[config.mk]
export PLATFORM = sky130hd
export DESIGN_NAME = mrv1_wb_arb
export DESIGN_NICKNAME = d
export VERILOG_FILES = /design/src/rtl/mrv1_wb_arb.sv
export SDC_FILE = /design/constraint.sdc
export NUM_CORES = 1
export LEC_CHECK = 0
export BUFFER_PORTS_ARGS = -buffer_cell sky130_fd_sc_hd__buf_4
export CAP_MARGIN = 20
export CORE_AREA = 2 2 307 309
export CTS_CLUSTER_SIZE = 16
export DETAILED_ROUTE_END_ITERATION = 8
export DIE_AREA = 0 0 309 311
export GPL_ROUTABILITY_DRIVEN = 0
export PLACE_DENSITY_LB_ADDON = 0.05
export SETUP_SLACK_MARGIN = 0.1
export SLEW_MARGIN = 20
export SYNTH_ARGS = -nofsm -noshare
export SYNTH_HDL_FRONTEND = slang
export SYNTH_SLANG_ARGS = --single-unit
[constraint.sdc]
create_clock -name clk_i -period 5.3 [get_ports clk_i]
set_input_delay 0.265 -clock clk_i [delete_from_list [all_inputs] [get_ports clk_i]]
set_output_delay 0.265 -clock clk_i [all_outputs]
set_load 0.1 [all_outputs]
[src/rtl/mrv1_wb_arb.sv]
// Writeback arbiter for the mrv1 core.
// Each functional unit gets a small circular FIFO that captures its result pulses.
// A round-robin arbiter drains the FIFOs into one output register, which drives the
// register-file write port through a valid/ready handshake. Per-FU stall flags
// throttle issue before a FIFO can overflow.
module mrv1_wb_arb #(
    parameter int NUM_FU_P        = 4,
    parameter int DATA_WIDTH_P    = 32,
    parameter int ITAG_WIDTH_P    = 3,
    parameter int NUM_THREADS_P   = 8,
    parameter int FIFO_DEPTH_P    = 4,
    // Enables the overflow assertion; a bench that overflows on purpose can clear it.
    parameter bit OVF_ASSERT_P    = 1'b1,
    localparam int TID_WIDTH_LP   = $clog2(NUM_THREADS_P),
    localparam int FU_ID_WIDTH_LP = $clog2(NUM_FU_P)
) (
    input  logic                               clk_i,
    input  logic                               rst_i,
    input  logic [NUM_FU_P-1:0]                exec_fu_done_i,
    input  logic [NUM_FU_P*DATA_WIDTH_P-1:0]   exec_fu_res_data_i,
    input  logic [NUM_FU_P*ITAG_WIDTH_P-1:0]   exec_fu_itag_i,
    input  logic [NUM_FU_P*TID_WIDTH_LP-1:0]   exec_fu_tid_i,
    output logic [NUM_FU_P-1:0]                wb_fu_stall_o,
    output logic                               wb_vld_o,
    input  logic                               wb_rdy_i,
    output logic [DATA_WIDTH_P-1:0]            wb_data_o,
    output logic [ITAG_WIDTH_P-1:0]            wb_itag_o,
    output logic [TID_WIDTH_LP-1:0]            wb_tid_o,
    output logic [FU_ID_WIDTH_LP-1:0]          wb_fu_id_o,
    output logic                               wb_ovf_o
);

    localparam int ENTRY_W_LP = DATA_WIDTH_P + ITAG_WIDTH_P + TID_WIDTH_LP;
    localparam int PTR_W_LP   = $clog2(FIFO_DEPTH_P);
    localparam int CNT_W_LP   = PTR_W_LP + 1;

    logic [NUM_FU_P-1:0]                 not_empty;
    logic [NUM_FU_P-1:0]                 push;
    logic [NUM_FU_P-1:0]                 pop;
    logic [NUM_FU_P-1:0]                 ovf_hit;
    logic [NUM_FU_P-1:0][ENTRY_W_LP-1:0] head;

    logic                                load;
    logic                                grant_vld;
    logic [FU_ID_WIDTH_LP-1:0]           grant;
    logic [FU_ID_WIDTH_LP-1:0]           cand;
    logic [FU_ID_WIDTH_LP-1:0]           rr_ptr_reg;

    // The output register may take a new entry when it is empty or being accepted.
    assign load = !wb_vld_o || wb_rdy_i;

    for (genvar gi = 0; gi < NUM_FU_P; gi++) begin : g_fu
        logic [ENTRY_W_LP-1:0] mem [FIFO_DEPTH_P];
        logic [PTR_W_LP-1:0]   rd_ptr_reg;
        logic [PTR_W_LP-1:0]   wr_ptr_reg;
        logic [CNT_W_LP-1:0]   count_reg;
        logic [CNT_W_LP-1:0]   count_next;
        logic                  stall_reg;
        logic                  full;

        assign full          = (count_reg == CNT_W_LP'(FIFO_DEPTH_P));
        assign not_empty[gi] = (count_reg != '0);
        assign pop[gi]       = load && grant_vld && (grant == FU_ID_WIDTH_LP'(gi));
        // A full FIFO still accepts a result when its head leaves in the same cycle.
        assign push[gi]      = exec_fu_done_i[gi] && (!full || pop[gi]);
        assign ovf_hit[gi]   = exec_fu_done_i[gi] && full && !pop[gi];
        assign head[gi]      = mem[rd_ptr_reg];
        assign wb_fu_stall_o[gi] = stall_reg;

        // Occupancy after this edge, used for both the count and the stall flag.
        always_comb begin
            count_next = count_reg;
            if (push[gi] && !pop[gi]) begin
                count_next = count_reg + CNT_W_LP'(1);
            end else if (!push[gi] && pop[gi]) begin
                count_next = count_reg - CNT_W_LP'(1);
            end
        end

        // Result storage; contents are don't-care while the FIFO is empty.
        always_ff @(posedge clk_i) begin
            if (push[gi]) begin
                mem[wr_ptr_reg] <= {exec_fu_res_data_i[gi*DATA_WIDTH_P +: DATA_WIDTH_P],
                                    exec_fu_itag_i[gi*ITAG_WIDTH_P +: ITAG_WIDTH_P],
                                    exec_fu_tid_i[gi*TID_WIDTH_LP +: TID_WIDTH_LP]};
            end
        end

        // Pointers, count and stall; stall leaves room for one result already in flight.
        always_ff @(posedge clk_i or negedge rst_i) begin
            if (!rst_i) begin
                rd_ptr_reg <= '0;
                wr_ptr_reg <= '0;
                count_reg  <= '0;
                stall_reg  <= 1'b0;
            end else begin
                if (push[gi]) begin
                    wr_ptr_reg <= wr_ptr_reg + PTR_W_LP'(1);
                end
                if (pop[gi]) begin
                    rd_ptr_reg <= rd_ptr_reg + PTR_W_LP'(1);
                end
                count_reg <= count_next;
                stall_reg <= (count_next >= CNT_W_LP'(FIFO_DEPTH_P - 1));
            end
        end
    end

    // Round-robin search for the first non-empty FIFO starting at the pointer.
    always_comb begin
        grant_vld = 1'b0;
        grant     = '0;
        cand      = '0;
        for (int i = 0; i < NUM_FU_P; i++) begin
            cand = FU_ID_WIDTH_LP'((int'(rr_ptr_reg) + i) % NUM_FU_P);
            if (!grant_vld && not_empty[cand]) begin
                grant_vld = 1'b1;
                grant     = cand;
            end
        end
    end

    // Output register, round-robin pointer and sticky overflow flag.
    always_ff @(posedge clk_i or negedge rst_i) begin
        if (!rst_i) begin
            wb_vld_o   <= 1'b0;
            wb_data_o  <= '0;
            wb_itag_o  <= '0;
            wb_tid_o   <= '0;
            wb_fu_id_o <= '0;
            wb_ovf_o   <= 1'b0;
            rr_ptr_reg <= '0;
        end else begin
            if (load) begin
                if (grant_vld) begin
                    wb_vld_o <= 1'b1;
                    {wb_data_o, wb_itag_o, wb_tid_o} <= head[grant];
                    wb_fu_id_o <= grant;
                    rr_ptr_reg <= (grant == FU_ID_WIDTH_LP'(NUM_FU_P - 1)) ?
                                  '0 : grant + FU_ID_WIDTH_LP'(1);
                end else begin
                    wb_vld_o <= 1'b0;
                end
            end
            if (|ovf_hit) begin
                wb_ovf_o <= 1'b1;
            end
        end
    end

    // A dropped result is a protocol violation by issue; flag it in simulation.
    if (OVF_ASSERT_P) begin : g_ovf_chk
        a_no_overflow: assert property (@(posedge clk_i) disable iff (!rst_i) ovf_hit == '0);
    end

endmodule

==> flow_metrics.py <==
metrics = {
    "synthesis": {
        "synth_nets": 1577,
        "ys_seq_elements": 684,
        "async_flop_share": 0.111,
        "synth_cell_types": 52,
        "yosysTopAreaCell": "edfxtp_1",
        "synth_area_mm2": 0.0268,
        "yosysWarnings": 0,
        "synth-edff-count": 608,
        "synth-seq-area-share": 0.752,
        "ys_dominant_reg_cell": "edfxtp_1",
        "netlist_top_cells_area": "edfxtp_1 68%, mux4_2 13%, dfrtp_1 7.1%",
        "synth_top_area_frac": 0.681,
        "avgSynthCellArea_um2": 19.3,
        "synth_cells": 1389,
    },
    "routing": {
        "wire_per_inst_um": 23.4,
        "ant_nets": 0,
        "dr.pass1.iters": 5,
        "vias": 14000,
        "drtIter0Drc": 975,
        "routed_via_density": 4.51,
        "drt_wl_total_um": 72900,
        "route.detailed.drc": 0,
    },
    "sta": {
        "fin_ws_ns": 1.31,
        "max_slew_margin": 0.292,
        "max_slew.worst_pin.slew_ns": 1.06,
        "finClkSkew_ns": 0.0229,
        "tns_ns": 0,
        "hold_ws_ns": 0.0876,
        "fin_crit_ns": 3.99,
        "hold_viol": 0,
        "period_share": 0.752,
        "fmax_mhz": 251,
        "final-setup-viol-count": 0,
        "rsz0062_at_grt": "no",
        "drv_slew": 0,
    },
    "power_and_ir_drop": {
        "p_total_uw": 20900,
        "vdd.ir_drop.worst_mv": 0.281,
        "power.leakage_uw": 0.0117,
        "power_density_mw_per_mm2": 614,
    },
    "layout": {
        "n_fill_cell": 8728,
        "finalNetCount": 1978,
        "final_common_cell": "edfxtp_1",
        "largest_reg_flops": 608,
        "syn2layout_area_growth_pct": 26.9,
        "multi_input_area_mm2": 0.00627,
        "drive_above_1_share": 0.309,
        "final_cell_mix": "608 x edfxtp_1, 240 x buf_4, 156 x dlygate4sd3_1, 152 x mux4_2, 125 x o21ai_0",
        "regArea_mm2": 0.0202,
    },
    "critical_path": {
        "cp.required_ns": 5.55,
        "cpMostUsedCell": "ha_1",
        "cp.buffers_inverters": 2,
        "endpoint_kind": "flop",
        "path_delay_family": "compound AO/OA/AOI/OAI gates",
        "reg2regPathDepth": 10,
        "regToRegSetupSlack_ns": 1.31,
        "cp_slowest_stage_delay_ns": 0.61,
        "worstPathMaxFanout": 38,
        "r2r-end": "g_fu[3].mem[0][29]$_DFFE_PP_",
        "slowest_stage": "o32a_2",
        "path_cells": "inv_1, ha_1, nand2b_1, a211oi_1, o32a_2, ha_1, o211ai_1, nand3_1, and3_2, buf_4",
        "startpoint_type": "flop",
        "path_class": "flop to flop",
        "r2r_start": "g_fu[1].count_reg[1]$_DFF_PN0_",
        "cp.arrival_ns": 4.23,
    },
    "min_path": {
        "worstHoldPathCells": 3,
        "hp-start": "exec_fu_done_i[3]",
        "holdPathEnd": "g_fu[3].count_reg[1]$_DFF_PN0_",
        "hold_class": "input pin to flop",
    },
    "run": {
        "max_cap_viol_count": 0,
    },
    "die": {
        "die_h_um": 311,
        "die_area_mm2": 0.0961,
        "placeableCoreArea_mm2": 0.0928,
        "io_pins": 205,
        "fp.dieW_um": 309,
        "initial_utilization": 0.289,
        "rows": 112,
    },
    "placed_design": {
        "port_buffers": 204,
        "hpwl_um": 49300,
        "dp_slack_ns": 1.32,
    },
    "clock_network": {
        "cts.sinks": 684,
        "clk_pin_slew_ns": 0.06,
        "cts_buffer_depth": 3,
        "htree_levels": 3,
        "cts_tree": "built",
        "numCtsBuffers": 79,
        "insertion_delay_ns": 0.62,
        "root_buffer": "clkbuf_16",
    },
    "global_route": {
        "grt_max_degree": 61,
        "grt_pass1_vias": 14900,
        "grt_pass1_wl_um": 105000,
        "antenna_found_initial": 8,
        "grt_use_total": 0.153,
        "gr-total-overflow": 0,
    },
    "run_status": {
        "status": "complete, no violations",
    },
}
layer usage:
layer  global-route usage  vias to the layer above  routed length [µm]
met5                    0                        -                  46
met4               0.0440                        8                1750
met3               0.0349                      105                3440
met2                0.232                      283               33000
met1                0.218                     7274               34600
li1                     -                     6366                   -
worst min-delay path: stages:
cell      delay [ns]
buf_4           0.16
o221ai_1        0.14
o21ai_0         0.08
worst max-delay path by stage:
| stage | slack, ns | endpoint | from | depth (start not counted) |
|---|---|---|---|---|
| finish | 1.31 | g_fu[3].mem[0][29]$_DFFE_PP_ | g_fu[1].count_reg[1]$_DFF_PN0_ | 10 |
| global route | 0.95 | g_fu[3].mem[0][29]$_DFFE_PP_ | g_fu[1].count_reg[1]$_DFF_PN0_ | 10 |
| CTS | 1.28 | g_fu[2].mem[0][24]$_DFFE_PP_ | g_fu[1].count_reg[0]$_DFF_PN0_ | 9 |
| detailed placement | 1.32 | g_fu[3].mem[0][35]$_DFFE_PP_ | g_fu[1].count_reg[0]$_DFF_PN0_ | 10 |
| global placement | 1.40 | g_fu[3].mem[1][27]$_DFFE_PP_ | g_fu[1].count_reg[0]$_DFF_PN0_ | 10 |
| floorplan | 1.43 | g_fu[3].mem[0][0]$_DFFE_PP_ | g_fu[1].count_reg[1]$_DFF_PN0_ | 12 |
Yosys cell counts (2+ instances only):
cell type	count
clkbuf_1	52
a31oi_1	2
mux2_2	39
a311oi_1	2
a21oi_1	6
nand3_1	6
and2_1	14
o21ai_0	125
nand2b_1	5
buf_1	13
o211ai_1	3
o21ai_1	4
nor2b_1	2
ha_1	29
a21o_1	2
o21a_1	4
nand4_1	2
a41oi_1	2
edfxtp_1	608
nor3_2	2
mux4_2	152
nand2_1	61
buf_4	4
dfrtp_1	76
a22o_1	2
o221ai_1	5
mux2i_1	2
nor3_1	3
or3_1	2
xnor2_1	16
a211oi_1	3
buf_2	9
inv_1	22
nor4b_1	2
nor2_1	83
and3_1	6
o31ai_1	4
where the power goes:
group | internal, µW | leakage [µW] | total (µW) | switching (µW)
Clock | 3120 | 0.00122 | 5270 | 2150
Sequential | 7230 | 0.00645 | 8070 | 839
Combinational | 2760 | 0.00400 | 7560 | 4800
area by class of cell:
| type | instances | share of cell area |
|---|---|---|
| Timing Repair Buffer | 398 | 0.100 |
| Tap cell | 1254 | 0.0461 |
| Multi-Input combinational cell | 604 | 0.184 |
| Inverter | 23 | 0.00254 |
| Antenna cell | 5 | 0.000368 |
| Clock inverter | 40 | 0.00934 |
| Clock buffer | 105 | 0.0640 |
| Sequential cell | 684 | 0.593 |
per-stage QoR:
stage,util,std cells,area (µm²)
after global routing,0.367,3111,34000
final,0.367,3113,34000
after CTS,0.366,3108,34000
after global placement,0.323,2807,29900
after floorplan,-,1389,26800
after detailed placement,0.323,2807,29900
kinds of logic after synthesis:
kind of cell / share of synthesized area
multiplexers: 0.145
AND/OR/NAND/NOR: 0.0321
AO/OA/AOI/OAI: 0.0369
adder cells (fa/ha/maj): 0.0135
flip-flops: 0.752
buffers and inverters: 0.0151
XOR/XNOR: 0.00523
timing repair:
item / in CTS / in global routing
buffers inserted: 0 / 0
endpoints found under the hold margin: 639 / 0
resized for setup: 0 / 0
hold buffers: 156 / 0
(Power assumes the default switching activity.)
